### src/rtl/fmul_36bit_fract_mul.sv
// rtl/fmul_36bit_fract_mul.sv - 36-bit FP multiply front stage: sign, exponent sum, 25x25 mantissa product, flags.
// Optional flush-to-zero of exp==0 operands: define FMUL_36BIT_FRACT_MUL_FTZ_EN.
module fmul_36bit_fract_mul #(
   parameter int EXP_BIAS = 1023
) (
   input  logic        iCLOCK,
   input  logic        inRESET,
   input  logic        iRESET_SYNC,
   input  logic        iDATA_VALID,
   output logic        oDATA_BUSY,
   input  logic [35:0] iDATA_A,
   input  logic [35:0] iDATA_B,
   output logic        oDATA_VALID,
   input  logic        iDATA_BUSY,
   output logic        oDATA_SIGN,
   output logic [12:0] oDATA_EXP,
   output logic [49:0] oDATA_FRACT,
   output logic        oDATA_EXCEPT_EXP_A0,
   output logic        oDATA_EXCEPT_EXP_B0,
   output logic        oDATA_EXCEPT_EXP_A1,
   output logic        oDATA_EXCEPT_EXP_B1,
   output logic        oDATA_EXCEPT_FRACT_A0,
   output logic        oDATA_EXCEPT_FRACT_B0
);

   localparam logic [12:0] BIAS13 = 13'(EXP_BIAS);

   logic [10:0] exp_a, exp_b;
   logic [23:0] fract_a, fract_b;
   logic        exp_a_zero, exp_b_zero;
   logic [24:0] mant_a, mant_b;
   logic        fract_a_zero, fract_b_zero;
   logic [36:0] pp_l;
   logic [37:0] pp_h;
   logic [12:0] exp_sum;
   logic [5:0]  flags;

   assign exp_a      = iDATA_A[34:24];
   assign exp_b      = iDATA_B[34:24];
   assign fract_a    = iDATA_A[23:0];
   assign fract_b    = iDATA_B[23:0];
   assign exp_a_zero = (exp_a == 11'h000);
   assign exp_b_zero = (exp_b == 11'h000);

`ifdef FMUL_36BIT_FRACT_MUL_FTZ_EN
   assign mant_a       = exp_a_zero ? 25'd0 : {1'b1, fract_a};
   assign mant_b       = exp_b_zero ? 25'd0 : {1'b1, fract_b};
   assign fract_a_zero = exp_a_zero | (fract_a == 24'd0);
   assign fract_b_zero = exp_b_zero | (fract_b == 24'd0);
`else
   // exp==0 operands are denormals: no hidden bit, fraction kept as is
   assign mant_a       = {~exp_a_zero, fract_a};
   assign mant_b       = {~exp_b_zero, fract_b};
   assign fract_a_zero = (fract_a == 24'd0);
   assign fract_b_zero = (fract_b == 24'd0);
`endif

   // Split on B so each partial product is a narrower multiplier
   assign pp_l    = {12'd0, mant_a} * {25'd0, mant_b[11:0]};
   assign pp_h    = {13'd0, mant_a} * {25'd0, mant_b[24:12]};
   assign exp_sum = {2'b00, exp_a} + {2'b00, exp_b} - BIAS13;
   assign flags   = {exp_a_zero, exp_b_zero,
                     (exp_a == 11'h7FF), (exp_b == 11'h7FF),
                     fract_a_zero, fract_b_zero};

   assign oDATA_BUSY = iDATA_BUSY;

   logic        s1_valid, s2_valid;
   logic        s1_sign, s2_sign;
   logic [12:0] s1_exp, s2_exp;
   logic [36:0] s1_pp_l;
   logic [37:0] s1_pp_h;
   logic [49:0] s2_fract;
   logic [5:0]  s1_flags, s2_flags;

   always_ff @(posedge iCLOCK or negedge inRESET) begin
      if (!inRESET) begin
         s1_valid <= 1'b0;
         s1_sign  <= 1'b0;
         s1_exp   <= 13'd0;
         s1_pp_l  <= 37'd0;
         s1_pp_h  <= 38'd0;
         s1_flags <= 6'd0;
         s2_valid <= 1'b0;
         s2_sign  <= 1'b0;
         s2_exp   <= 13'd0;
         s2_fract <= 50'd0;
         s2_flags <= 6'd0;
      end else if (iRESET_SYNC) begin
         s1_valid <= 1'b0;
         s1_sign  <= 1'b0;
         s1_exp   <= 13'd0;
         s1_pp_l  <= 37'd0;
         s1_pp_h  <= 38'd0;
         s1_flags <= 6'd0;
         s2_valid <= 1'b0;
         s2_sign  <= 1'b0;
         s2_exp   <= 13'd0;
         s2_fract <= 50'd0;
         s2_flags <= 6'd0;
      end else if (!iDATA_BUSY) begin
         s1_valid <= iDATA_VALID;
         s1_sign  <= iDATA_A[35] ^ iDATA_B[35];
         s1_exp   <= exp_sum;
         s1_pp_l  <= pp_l;
         s1_pp_h  <= pp_h;
         s1_flags <= flags;
         s2_valid <= s1_valid;
         s2_sign  <= s1_sign;
         s2_exp   <= s1_exp;
         s2_fract <= {13'd0, s1_pp_l} + {s1_pp_h, 12'd0};
         s2_flags <= s1_flags;
      end
   end

   assign oDATA_VALID           = s2_valid;
   assign oDATA_SIGN            = s2_sign;
   assign oDATA_EXP             = s2_exp;
   assign oDATA_FRACT           = s2_fract;
   assign oDATA_EXCEPT_EXP_A0   = s2_flags[5];
   assign oDATA_EXCEPT_EXP_B0   = s2_flags[4];
   assign oDATA_EXCEPT_EXP_A1   = s2_flags[3];
   assign oDATA_EXCEPT_EXP_B1   = s2_flags[2];
   assign oDATA_EXCEPT_FRACT_A0 = s2_flags[1];
   assign oDATA_EXCEPT_FRACT_B0 = s2_flags[0];

endmodule

### config.mk
export PLATFORM = sky130hd
export DESIGN_NAME = fmul_36bit_fract_mul
export DESIGN_NICKNAME = d
export VERILOG_FILES = /design/src/rtl/fmul_36bit_fract_mul.sv
export SDC_FILE = /design/constraint.sdc
export NUM_CORES = 2
export LEC_CHECK = 0
export ABC_AREA = 1
export CORE_MARGIN = 2
export CORE_UTILIZATION = 45
export CTS_CLUSTER_DIAMETER = 150
export DETAILED_ROUTE_END_ITERATION = 10
export DONT_BUFFER_PORTS = 1
export PLACE_DENSITY_LB_ADDON = 0.3
export SYNTH_ARGS = -nofsm -noshare
export SYNTH_HDL_FRONTEND = slang
export SYNTH_SLANG_ARGS = --single-unit
### constraint.sdc
create_clock -name iCLOCK -period 2.45 [get_ports iCLOCK]
set_input_delay 0.3675 -clock iCLOCK [delete_from_list [all_inputs] [get_ports iCLOCK]]
set_output_delay 0.3675 -clock iCLOCK [all_outputs]
set_load 0.02 [all_outputs]
After elaboration in Yosys (flattened, before gate mapping) --
Cells that the tools add are included.
Storage, ports and cells: flip-flop bits (word level) 167, bits of input ports 77, output and inout port bits 72
Cells by class: $add $sub $neg 3, $mul 2, equality and inequality tests 3, muxes and demuxes 22, bitwise gates (word level) 3, reductions and logical operators 4
Operators with widths (count):
- $mux W50 | 2
- $mux W38 | 2
- $mux W37 | 2
- $mux W13 | 4
- $add A37 B50 Y50 | 1
- $logic_not A24 Y1 | 2
- $mul A25 B13 Y38 | 1
- $mul A25 B12 Y37 | 1
- $mux W6 | 4
- $eq A11 B11 Y1 const B | 2
- $logic_not A11 Y1 | 2
- $sub A12 B10 Y13 const B | 1
- $add A11 B11 Y12 | 1
- $mux W1 | 8
- $ne A2 B2 Y1 const B | 1
- $not A1 Y1 | 2
- $xor A1 B1 Y1 | 1

Longest topological paths before layout --
word-level depth 5, mapped depth 27

Worst setup path after synthesis --
No wires, ideal clock.
path type input to register, from input port iDATA_A[29], to register s1_pp_l[29], setup time 0.118 ns, data arrival time 4.902 ns, required time 2.332 ns, path slack -2.570 ns, cell stages on the path 27, path buffers 1, cell sequence nor2_1 > nand2_1 > nor3_1 > and3_1 > inv_1 > clkbuf_1 > nand2_1 > fa_1 > inv_1 > fa_1 > inv_1 > fa_1 > inv_1 > fa_1 > inv_1 > fa_1 > inv_1 > ha_1 > nand2_1 > nor2_1 > nand2_1 > nor4_1 > nand2_1 > nand2_1 > nand2_1 > nand3_1 > nand2_1
Between the ends: word-level cells in the longest chain between the ends 5
RTL lines:
- start, declared | line 11 | input logic [35:0] iDATA_A,
- $logic_not A11 Y1 | line 42 | assign exp_a_zero = (exp_a == 11'h000);
- $not A1 Y1 | line 52 | assign mant_a = {~exp_a_zero, fract_a};
- $mul A25 B12 Y37 | line 59 | assign pp_l = {12'd0, mant_a} * {25'd0, mant_b[11:0]};
- $mux W37 | line 101 | end else if (!iDATA_BUSY) begin
- $mux W37 | line 89 | end else if (iRESET_SYNC) begin
- end signal, assigned | line 105 | s1_pp_l <= pp_l;
- end, declared | line 71 | logic [36:0] s1_pp_l;
No other way between the ends. The select of a mux whose other input is x is not followed. A chain may end at the register's enable or synchronous reset.

Worst setup path after layout --
from input port iDATA_B[30], to register s1_pp_h[29]
Between the ends: word-level cells in the longest chain between the ends 5
RTL lines:
- start, declared | line 12 | input logic [35:0] iDATA_B,
- $logic_not A11 Y1 | line 43 | assign exp_b_zero = (exp_b == 11'h000);
- $not A1 Y1 | line 53 | assign mant_b = {~exp_b_zero, fract_b};
- $mul A25 B13 Y38 | line 60 | assign pp_h = {13'd0, mant_a} * {25'd0, mant_b[24:12]};
- $mux W38 | line 101
- $mux W38 | line 89
- end signal, assigned | line 106 | s1_pp_h <= pp_h;
- end, declared | line 72 | logic [37:0] s1_pp_h;
No other way between the ends. The select of a mux whose other input is x is not followed.

==> impl_results.rst <==
.. list-table::
   :header-rows: 1

   * - Metric
     - Value
   * - Maximum number of pins on one net before global-route repair
     - about 170
   * - Post-synthesis to final-layout area growth
     - 18.58%
   * - Vias in the first global route
     - around 28000
   * - Fin Hold WS
     - -0.3811 ns
   * - Setup repair after global routing missed its margin
     - true
   * - Vias
     - ~26000
   * - Path class of the lowest-slack min-delay path
     - input pin to async pin
   * - Number of register bits inferred by synthesis
     - between 150 and 200
   * - FF-to-FF path depth
     - 12
   * - Pre-antenna DRT Iters
     - 6
   * - Worst-path cell with the longest stage delay
     - fa_1
   * - Worst-Skew Late Latency
     - about 0.46 ns
   * - Final number of max-transition violations
     - 0
   * - Worst path most repeated cell
     - fa_1
   * - Clock Root Buffer
     - clkbuf_16
   * - IO buf count
     - 0
   * - Total count of hold-check failures in the final report
     - approximately 170
   * - Routed wire length per instance
     - about 17 um
   * - EDFF count, synth
     - 0
   * - Commonest cells in the synthesized netlist
     - nand2_1 (1358), inv_1 (1035), fa_1 (485)
   * - Placed wire-length estimate
     - roughly 67000 um
   * - Clock-pin slew on the worst setup and hold paths
     - approximately 0.080 ns
   * - Buffer and inverter count on the worst path
     - 5
   * - CP Launch Type
     - input pin
   * - Final Skew
     - 0.01204 ns
   * - End of the worst register-to-register path
     - oDATA_FRACT[48]$_DFFE_PN0P_
   * - Max-cap viol count
     - 0
   * - Crit path capture type
     - flop
   * - Die Ht
     - 262.5 um
   * - Area share of the leading cell type in the synthesized netlist
     - 0.3229
   * - Fraction of final layout cells with drive strength greater than 1
     - 0.1868
   * - Post-layout worst setup margin
     - -2.079 ns
   * - Remaining Overflow, GRT
     - 0
   * - Number of gates on the worst path with buffers counted
     - 25
   * - Required time of the critical path
     - roughly 2.8 ns
   * - Number of antenna violations at the first check in global routing
     - 0
   * - Final non-filler cell total
     - approximately 5000
   * - Initial core utilization
     - 0.4557
   * - I/O pin count
     - roughly 150
   * - CP endpoint
     - s1_pp_h[29]$_DFFE_PN0P_
   * - Slowest Stage Delay on Critical Path
     - approximately 0.55 ns
   * - Net count of the mapped netlist
     - 4952
   * - Overall die area
     - 68900 sq um
   * - Reg2reg start
     - s1_pp_l[12]$_DFFE_PN0P_
   * - Violation count after the first detailed-route iteration
     - between 1000 and 1500
   * - Top cells by area, synth
     - fa_1 (32%), nand2_1 (17%), dfrtp_1 (14%), inv_1 (13%), ha_1 (8.5%)
   * - NumNets Final
     - 4999
   * - Count of distinct cell types in the synthesized netlist
     - 42
   * - Area leader, netlist
     - fa_1
   * - Reg2Reg Setup Slack
     - 0.16 ns
   * - Die Span X
     - approximately 260 um
   * - Critical path peak fanout
     - 6
   * - # setup viols final
     - 65
   * - Violated checks
     - negative hold slack, negative setup slack
   * - Sinks on Clock Net
     - approximately 170
   * - Transition time at the pin with the least slew margin
     - ~0.58 ns
   * - Headroom to the max-slew limit
     - 0.6074
   * - Mean instance size in the synthesized netlist
     - ~7.2 sq um
   * - Type of the worst setup path
     - input pin to flop
   * - Post-synthesis instance total
     - roughly 4200
   * - FILL cells
     - just over 6000
   * - TritonCTS clock tree
     - built
   * - Most repeated cell in the gate-level netlist after synthesis
     - nand2_1
   * - Worst setup path startpoint
     - iDATA_B[30]
   * - DRC Markers
     - 0
   * - Highest clock frequency the design can meet
     - 0.2208 GHz
   * - Row count
     - 94
   * - Part of the Yosys area used for sequential elements
     - 0.1390
   * - Total Routed Length
     - around 90000 um
   * - Std-Cell Core Area
     - ~66000 sq um
   * - Total clock buffers created by CTS
     - 17
   * - Share of async-settable or async-resettable flops after synthesis
     - 1.000
   * - CTS H-Tree Depth
     - 4
   * - Most frequently used flop master after synthesis
     - dfrtp_1
   * - Final weighted congestion of routability-driven global placement
     - 0.9174
   * - Synthesized cell area
     - roughly 30000 sq um
   * - Cell family with the largest share of critical-path delay
     - adder cells
   * - Global-route total usage across every layer
     - 0.2684
   * - Vias per cell
     - around 5.1
   * - Placed cell count
     - between 5000 and 6000
   * - Number of diodes
     - 0
   * - Wire length of the first global-routing pass
     - 147500 um
   * - Period utilization
     - 1.848
   * - Status
     - finished with violations
   * - Buffer depth of the longest clock path
     - 2
   * - Post-layout min period
     - around 4.5 ns
   * - Number of routed nets with antenna violations
     - 0
   * - Number of warning messages in the yosys log
     - 0
   * - WP data arrival
     - 4.88 ns
[flip-flops by register name (all words and copies together) (netlist names), 6 cells and up]
register     flops
oDATA_EXP       13
oDATA_FRACT     50
s1_exp          13
s1_flags         6
s1_pp_h         38
s1_pp_l         37
s2_flags         6
[worst min path at each step]
stage                     slack [ns]                        to    start  cells after the start
after floorplan                 0.07  oDATA_EXP[0]$_DFFE_PN0P_  inRESET                      0
after CTS                      -0.42   s1_pp_l[36]$_DFFE_PN0P_  inRESET                      0
after global routing           -0.41  oDATA_EXP[3]$_DFFE_PN0P_  inRESET                      0
final                          -0.38  oDATA_EXP[3]$_DFFE_PN0P_  inRESET                      0
after global placement          0.08  oDATA_EXP[3]$_DFFE_PN0P_  inRESET                      0
after detailed placement        0.08  oDATA_EXP[3]$_DFFE_PN0P_  inRESET                      0
[area by class of cell]
cell class	instances	area, sq um	area share
repair buffers	211	1854	0.05201
flip-flops and latches	167	4179	0.1172
inverters	1040	3929	0.1102
clock inverters	15	183.9	0.005159
well taps	864	1081	0.03032
clock buffers	17	425.4	0.01193
multi-input cells	2796	24000	0.6732
[layer usage]
| layer | track usage | part of all wire |
|---|---|---|
| met1 | 0.3268 | 0.40 |
| met2 | 0.4857 | 0.52 |
| met3 | 0.03242 | 0.045 |
| met4 | 0.1011 | 0.039 |
| met5 | 0 | 0 |
[cells by family after synthesis]
logic type	synth area share
AO/OA/AOI/OAI	0.06080
flip-flops	0.1390
AND/OR/NAND/NOR	0.2335
XOR/XNOR	0.003787
buffers and inverters	0.1551
adder cells (fa/ha/maj)	0.4078
[through the flow]
| step | hold slack (ns) | utilization | cell area [sq um] | TNS (ns) | setup slack [ns] |
|---|---|---|---|---|---|
| global placement | 0.07903 | 0.5011 | 33070 | -141.05 | -2.630 |
| floorplan | 0.07191 | - | 32300 | -122.31 | -2.218 |
| global route | -0.4053 | 0.5403 | 35650 | -114.19 | -2.287 |
| CTS | -0.4162 | 0.5291 | 34910 | -103.72 | -2.086 |
| finish | -0.3811 | 0.5403 | 35650 | -104.10 | -2.079 |
| detailed placement | 0.07979 | 0.5011 | 33070 | -142.85 | -2.671 |
[what timing repair did]
| item | CTS | global route |
|---|---|---|
| hold buffers | 2 | 1 |
| endpoints found under the setup margin | 65 | 66 |
| setup buffers | 13 | 12 |
| hold endpoints to repair | 171 | 168 |
| pin swaps | 177 | 92 |
| cloned | 0 | 0 |
| gates resized for setup | 320 | 179 |
[placed cells by master (no fill, tap or decap), types with 22 or more instances in the layout]
| master | synthesis | final |
|---|---|---|
| ha_4 | 0 | 53 |
| nand2_1 | 1358 | 1191 |
| ha_1 | 204 | 149 |
| nand2_4 | 0 | 62 |
| inv_1 | 1035 | 946 |
| fa_1 | 485 | 463 |
| dfrtp_1 | 167 | 167 |
| nand2_2 | 10 | 104 |
| nor2_4 | 2 | 34 |
| o21ai_0 | 127 | 72 |
| buf_6 | 2 | 36 |
| inv_2 | 4 | 86 |
| o21ai_1 | 16 | 45 |
| nor2_1 | 181 | 125 |
| a21oi_2 | 0 | 46 |
| nand3_1 | 114 | 104 |
| fa_2 | 0 | 22 |
| nor2_2 | 6 | 30 |
| buf_4 | 10 | 161 |
| a21oi_1 | 130 | 64 |
Power is not shown: default switching activity piles up to over one toggle a cycle in this logic, so the estimate is an artifact.
